File: src/rtl/heater_ramp_ctrl.sv
// Supervisory ramp controller for an array of heater channels: staggered enable/disable,
// per-channel settle masking and a saturating error log. Define HEATER_FAULT_STOP_EN for fault stop.
module heater_ramp_ctrl #(
  parameter int NUM_CH        = 8,
  parameter int STEP_CYCLES   = 1024,
  parameter int SETTLE_CYCLES = 8192,
  parameter int ERR_CNT_W     = 16,
  localparam int CW           = $clog2(NUM_CH + 1)
) (
  input  logic                 clk,
  input  logic                 reset,
  input  logic                 run,
  input  logic [CW-1:0]        target,
  input  logic                 clear_errs,
  input  logic [NUM_CH-1:0]    ch_error,
  output logic [NUM_CH-1:0]    ch_enable,
  output logic [NUM_CH-1:0]    ch_err_clear,
  output logic [CW-1:0]        active_cnt,
  output logic                 busy,
  output logic [NUM_CH-1:0]    err_sticky,
  output logic [ERR_CNT_W-1:0] err_count,
  output logic                 first_err_valid,
  output logic [5:0]           first_err_ch,
  output logic                 fault
);

  localparam int SW = $clog2(STEP_CYCLES);
  localparam int TW = $clog2(SETTLE_CYCLES + 1);
  localparam logic [SW-1:0] STEP_LAST = SW'(STEP_CYCLES - 1);

  typedef enum logic [2:0] {
    S_IDLE, S_RAMP_UP, S_HOLD, S_RAMP_DOWN, S_FAULT
  } state_t;

  state_t                 state_q, state_d;
  logic [SW-1:0]          step_q, step_d;
  logic [CW-1:0]          active_q, active_d;
  logic [NUM_CH-1:0]      enable_q, enable_d;
  logic                   busy_q;
  logic [CW-1:0]          tgt, stop_cnt;
  logic [NUM_CH-1:0]      err_in_q, armed, clear_vec, e;
  logic                   e_any;
  logic [NUM_CH-1:0]      sticky_q;
  logic [ERR_CNT_W-1:0]   count_q;
  logic                   first_valid_q;
  logic [5:0]             first_ch_q;

  assign tgt      = (target > CW'(NUM_CH)) ? CW'(NUM_CH) : target;
  assign stop_cnt = run ? tgt : '0;
  assign e        = err_in_q & armed;
  assign e_any    = |e;

  always_comb begin
    state_d  = state_q;
    active_d = active_q;
    step_d   = step_q;
    case (state_q)
      S_IDLE: begin
        if (run && tgt != '0) begin
          active_d = CW'(1);
          step_d   = '0;
          state_d  = S_RAMP_UP;
        end
      end
      S_RAMP_UP: begin
        if (!run || tgt < active_q) begin
          state_d = S_RAMP_DOWN;
          step_d  = '0;
        end else if (active_q == tgt) begin
          state_d = S_HOLD;
          step_d  = '0;
        end else if (step_q == STEP_LAST) begin
          active_d = active_q + CW'(1);
          step_d   = '0;
        end else begin
          step_d = step_q + SW'(1);
        end
      end
      S_HOLD: begin
        // Leaving HOLD takes its first step on the transition edge itself.
        if (run && tgt > active_q) begin
          active_d = active_q + CW'(1);
          step_d   = '0;
          state_d  = S_RAMP_UP;
        end else if (!run || tgt < active_q) begin
          active_d = active_q - CW'(1);
          step_d   = '0;
          state_d  = S_RAMP_DOWN;
        end
      end
      S_RAMP_DOWN: begin
        if (run && tgt > active_q) begin
          state_d = S_RAMP_UP;
          step_d  = '0;
        end else if (active_q == stop_cnt) begin
          state_d = (active_q == '0) ? S_IDLE : S_HOLD;
          step_d  = '0;
        end else if (step_q == STEP_LAST) begin
          active_d = active_q - CW'(1);
          step_d   = '0;
        end else begin
          step_d = step_q + SW'(1);
        end
      end
`ifdef HEATER_FAULT_STOP_EN
      S_FAULT: begin
        if (!run) state_d = S_IDLE;
      end
`endif
      default: begin
        state_d  = S_IDLE;
        active_d = '0;
        step_d   = '0;
      end
    endcase
`ifdef HEATER_FAULT_STOP_EN
    if (e_any && state_q != S_FAULT) begin
      state_d  = S_FAULT;
      active_d = '0;
      step_d   = '0;
    end
`endif
  end

  genvar gi;
  generate
    for (gi = 0; gi < NUM_CH; gi++) begin : g_therm
      assign enable_d[gi] = (CW'(gi) < active_d);
    end
  endgenerate

`ifdef HEATER_FAULT_STOP_EN
  logic fault_q;
`endif

  always_ff @(posedge clk or posedge reset) begin
    if (reset) begin
      state_q  <= S_IDLE;
      step_q   <= '0;
      active_q <= '0;
      enable_q <= '0;
      busy_q   <= 1'b0;
`ifdef HEATER_FAULT_STOP_EN
      fault_q  <= 1'b0;
`endif
    end else begin
      state_q  <= state_d;
      step_q   <= step_d;
      active_q <= active_d;
      enable_q <= enable_d;
      busy_q   <= (state_d == S_RAMP_UP) || (state_d == S_RAMP_DOWN) || (state_d == S_FAULT);
`ifdef HEATER_FAULT_STOP_EN
      fault_q  <= (state_d == S_FAULT);
`endif
    end
  end

  // Per-channel settle window: err_clear spans SETTLE_CYCLES from the enable edge, arm one cycle later.
  generate
    for (gi = 0; gi < NUM_CH; gi++) begin : g_ch
      logic [TW-1:0] settle_q;
      logic          clear_q;
      logic          armed_q;

      always_ff @(posedge clk or posedge reset) begin
        if (reset) begin
          settle_q <= '0;
          clear_q  <= 1'b0;
          armed_q  <= 1'b0;
        end else if (!enable_d[gi]) begin
          settle_q <= '0;
          clear_q  <= 1'b0;
          armed_q  <= 1'b0;
        end else if (!enable_q[gi]) begin
          settle_q <= TW'(SETTLE_CYCLES);
          clear_q  <= 1'b1;
          armed_q  <= 1'b0;
        end else begin
          if (settle_q != '0) settle_q <= settle_q - TW'(1);
          clear_q <= (settle_q > TW'(1));
          armed_q <= !clear_q;
        end
      end

      assign clear_vec[gi] = clear_q;
      assign armed[gi]     = armed_q;
    end
  endgenerate

  function automatic logic [5:0] lowest_set(input logic [NUM_CH-1:0] v);
    lowest_set = '0;
    for (int i = NUM_CH - 1; i >= 0; i--) begin
      if (v[i]) lowest_set = 6'(i);
    end
  endfunction

  always_ff @(posedge clk or posedge reset) begin
    if (reset) begin
      err_in_q      <= '0;
      sticky_q      <= '0;
      count_q       <= '0;
      first_valid_q <= 1'b0;
      first_ch_q    <= '0;
    end else begin
      err_in_q <= ch_error;
      if (clear_errs) begin
        // A same-cycle error survives the clear and restarts the log.
        sticky_q      <= e;
        count_q       <= ERR_CNT_W'(e_any);
        first_valid_q <= e_any;
        if (e_any) first_ch_q <= lowest_set(e);
      end else begin
        sticky_q <= sticky_q | e;
        if (e_any && count_q != '1) count_q <= count_q + ERR_CNT_W'(1);
        if (e_any && !first_valid_q) begin
          first_valid_q <= 1'b1;
          first_ch_q    <= lowest_set(e);
        end
      end
    end
  end

  assign ch_enable       = enable_q;
  assign ch_err_clear    = clear_vec;
  assign active_cnt      = active_q;
  assign busy            = busy_q;
  assign err_sticky      = sticky_q;
  assign err_count       = count_q;
  assign first_err_valid = first_valid_q;
  assign first_err_ch    = first_ch_q;
`ifdef HEATER_FAULT_STOP_EN
  assign fault           = fault_q;
`else
  assign fault           = 1'b0;
`endif

endmodule

File: config.mk
export PLATFORM = sky130hd
export DESIGN_NAME = heater_ramp_ctrl
export DESIGN_NICKNAME = d
export VERILOG_FILES = /design/src/rtl/heater_ramp_ctrl.sv
export SDC_FILE = /design/constraint.sdc
export NUM_CORES = 1
export LEC_CHECK = 0
export CAP_MARGIN = 10
export CORE_MARGIN = 5
export CORE_UTILIZATION = 50
export DETAILED_ROUTE_END_ITERATION = 12
export MAX_ROUTING_LAYER = met4
export PLACE_DENSITY_LB_ADDON = 0.15
export SYNTH_ARGS = -nofsm -noshare
export SYNTH_HDL_FRONTEND = slang
export SYNTH_SLANG_ARGS = --single-unit
File: constraint.sdc
create_clock -name clk -period 6.2 [get_ports clk]
set_input_delay 0.93 -clock clk [delete_from_list [all_inputs] [get_ports clk]]
set_output_delay 0.93 -clock clk [all_outputs]
set_load 0.02 [all_outputs]
==> qor.txt <==
sw frac -> 33.1%
crit end category -> flip-flop
Syn Area/Cell -> 9.36 um^2
slew margin rel. -> 24.3%
register area share after synthesis -> 48.2%
final period utilization -> 74.0%
vias in the first global route -> 7068
Critical Path Fanout Max -> 14
Setup Viol. Count Final -> 0
Fin Setup TNS -> 0 ns
Leak -> 5.16 nW
CTS tree -> built
Pint -> 0.00231 W
initial antenna violation count -> 0
worst vdd ir -> 0.212 mV
HP Class -> flip-flop to flip-flop
Synth Warn # -> 0
WHS Endpoint -> g_ch[3].armed_q
DRC -> 0
R2R setup slack -> 2.02 ns
area delta synth->final -> 13.6%
combinational power share -> 28.9%
depth of the worst hold-timing path -> 1
Main synth FF type -> dfrtp_1
final instance area -> 11100 um^2
Async SR Flop Fraction -> 100%
Clock Power Share -> 30.3%
GRT Total Usage -> 19.8%
post-CTS sizing -> 0
DIE AREA -> 22500 um^2
Slew Viols, Final -> 0
first-pass GRT wire length -> 35.2 mm
Routed Antenna Nets -> 0
nets@finish -> 1133
P per Cell Area -> 310 nW/um^2
core area -> 19400 um^2
Total Wirelength -> 20.5 mm
Post-synth EDFFs -> 0
achievable clock frequency -> 218 MHz
Top delay family on crit path -> compound AO/OA/AOI/OAI gates
Setup Buffers After CTS -> 0
RePlAce Congestion -> 0.924
CTS Sinks -> 189
via count -> 7472
clock buffer count from CTS -> 17
cell count after synthesis -> 1047
Antenna diodes -> 0
root buf cell -> clkbuf_16
Vias/cell -> 5.45
reg2reg path depth -> 10
clock-pin slew on the worst setup and hold paths -> 0.07 ns
worst min-delay path startpoint -> g_ch[3].clear_q
Cell variety after synth -> 66
unrepaired setup endpoints after global routing -> false
Synth Register Bits -> 189
Starting Density -> 50.5%
top post-synthesis cells by count -> dfrtp_1, nor2_1, nand2_1
CP max stage delay -> 0.70 ns
total grt overflow -> 0
die width -> 150 um
switching power -> 0.00114 W
top-count cell post-synth -> dfrtp_1
Slowest-stage cell, CP -> a211oi_2
Cell Area, Placed -> 10600 um^2
ranking of synthesized cells by area -> dfrtp_1, nor2_1, xnor2_1
required time worst endpoint -> 6.48 ns
fraction of layout cells with a size suffix above 1 -> 3.89%
Slew @ Worst Pin -> 1.12 ns
clock skew -> 0.0120 ns
post-synth top area share -> 48.2%
H-tree Lvls -> 4
Syn Std Cell Area -> 9800 um^2
# rows -> 51
buffers added on ports -> 64
outcome -> complete, no violations
DRT iter0 DRCs -> 493
Worst Setup Path Type -> primary input to flip-flop
CTS Hold Bufs -> 0
final hold vios -> 0
sequential power share -> 40.7%
largest net degree at the start of global routing -> 136
max_cap viols -> 0
HPWL after DPL -> 14.0 mm
cell taking the most area after synthesis -> dfrtp_1
startpoint type of the worst setup path -> primary input
Avg WL per Cell -> 15.0 um
Crit path buffers/inverters -> 1
DR pass1 iterations -> 6
worst path arrival time -> 4.87 ns
Vert. Die Dim -> 150 um
post-route minimum period -> 4.59 ns
cells along the critical path -> clkdlybuf4s50_1 -> nor2b_1 -> ha_1 -> and4b_1 -> a211oi_2 -> nor3_1 -> mux2i_1 -> a221oi_1 -> nand4bb_1 -> o21ai_2 -> a211oi_1
FF-to-FF End -> g_ch[0].settle_q[1]
Reg-to-Reg Start -> active_cnt[3]
Skew-Pair Late Insertion Delay -> 0.43 ns
Longest Clk Path Bufs -> 2
IO Count -> 69
[per-layer routing]
| metal | routed length [um] | up-vias | GRT usage, % |
|---|---|---|---|
| met3 | 876 | 30 | 3.51 |
| met4 | 307 | 0 | 5.95 |
| li1 | - | 3718 | - |
| met5 | 0 | - | - |
| met2 | 9130 | 160 | 29.1 |
| met1 | 10200 | 3564 | 28.1 |
[layout make-up]
cell class,count,area [um^2]
repair buffers,66,656
clock inverters,11,110
well taps,265,332
multi-input cells,777,4700
clock buffers,20,447
flip-flops and latches,189,4730
inverters,42,165
fillers,1786,8260
[cells by family (layout without fill, tap and decap cells)]
family          after synthesis  after routing  share of synthesized area [%]
simple gates                486            486                           24.7
xor+xnor                     94             94                           8.40
fa+ha+maj                    24             24                           3.06
flops                       189            189                           48.2
compound gates              161            161                           10.8
buf+inv                      85            139                           4.02
other cells                   1              5                         0.0382
mux                           7              7                          0.727
[worst max-delay path by stage]
stage / startpoint / endpoint / slack (ns) / cells after the start
2_1_floorplan: reset / active_cnt[0] / 0.13 / 1
5_1_grt: target[3] / g_ch[0].settle_q[11] / 1.38 / 11
3_5_place_dp: target[3] / g_ch[1].settle_q[8] / 1.18 / 11
6_report: target[3] / g_ch[0].settle_q[1] / 1.61 / 11
4_1_cts: target[3] / g_ch[1].settle_q[1] / 1.61 / 11
3_3_place_gp: target[3] / g_ch[1].settle_q[1] / 1.32 / 11
[sequential cells by signal, summed over array words and instances (netlist names), 4 cells and up]
register,count
g_ch.settle_q,112
err_sticky,8
g_ch.armed_q,8
err_in_q,8
ch_enable,7
err_count,16
active_cnt,4
g_ch.clear_q,8
step_q,10
[placed cells by master, fill, tap and decap left out, types with 4 or more instances in the layout]
cell type and instances:
nand3_1 27, nor3b_1 9, nand4_1 8, and3b_1 6, a21boi_0 6, or3_1 18
a22oi_1 6, a21oi_1 34, conb_1 5, xnor2_1 54, inv_1 41, dfrtp_1 189
nor3_1 49, o31ai_1 4, and3_1 30, clkbuf_16 17, o2111ai_1 6, clkdlybuf4s50_1 64
o21ai_0 52, nand2_1 114, xor2_1 40, o21a_1 5, o41ai_1 6, nor4_1 25
mux2i_1 6, ha_1 24, and2_1 11, nor2b_1 15, o211ai_1 6, and4_1 4
nand2b_1 11, or4_1 9, nor2_1 131
[power by group through the flow]
stage	clock [W]	sequential [W]	combinational (W)
3_5_place_dp	0	0.00143	0.000999
3_3_place_gp	0	0.00143	0.000994
2_1_floorplan	0	0.00141	0.000797
4_1_cts	0.00108	0.00141	0.00101
5_1_grt	0.00113	0.00142	0.00112
6_report	0.00105	0.00141	0.00100
[through the flow]
| step | util, % | std cells | worst slack, ns | hold WS (ns) | total power (W) |
|---|---|---|---|---|---|
| 3_5_place_dp | 54.5 | 1339 | 1.18 | 0.436 | 0.00243 |
| 4_1_cts | 57.4 | 1370 | 1.61 | 0.453 | 0.00349 |
| 3_3_place_gp | 54.5 | 1339 | 1.32 | 0.447 | 0.00242 |
| 5_1_grt | 57.4 | 1370 | 1.38 | 0.465 | 0.00367 |
| 6_report | 57.4 | 1370 | 1.61 | 0.450 | 0.00345 |
| 2_1_floorplan | - | 1051 | 0.128 | 0.405 | 0.00221 |
Power figures use the tool's default switching activity.
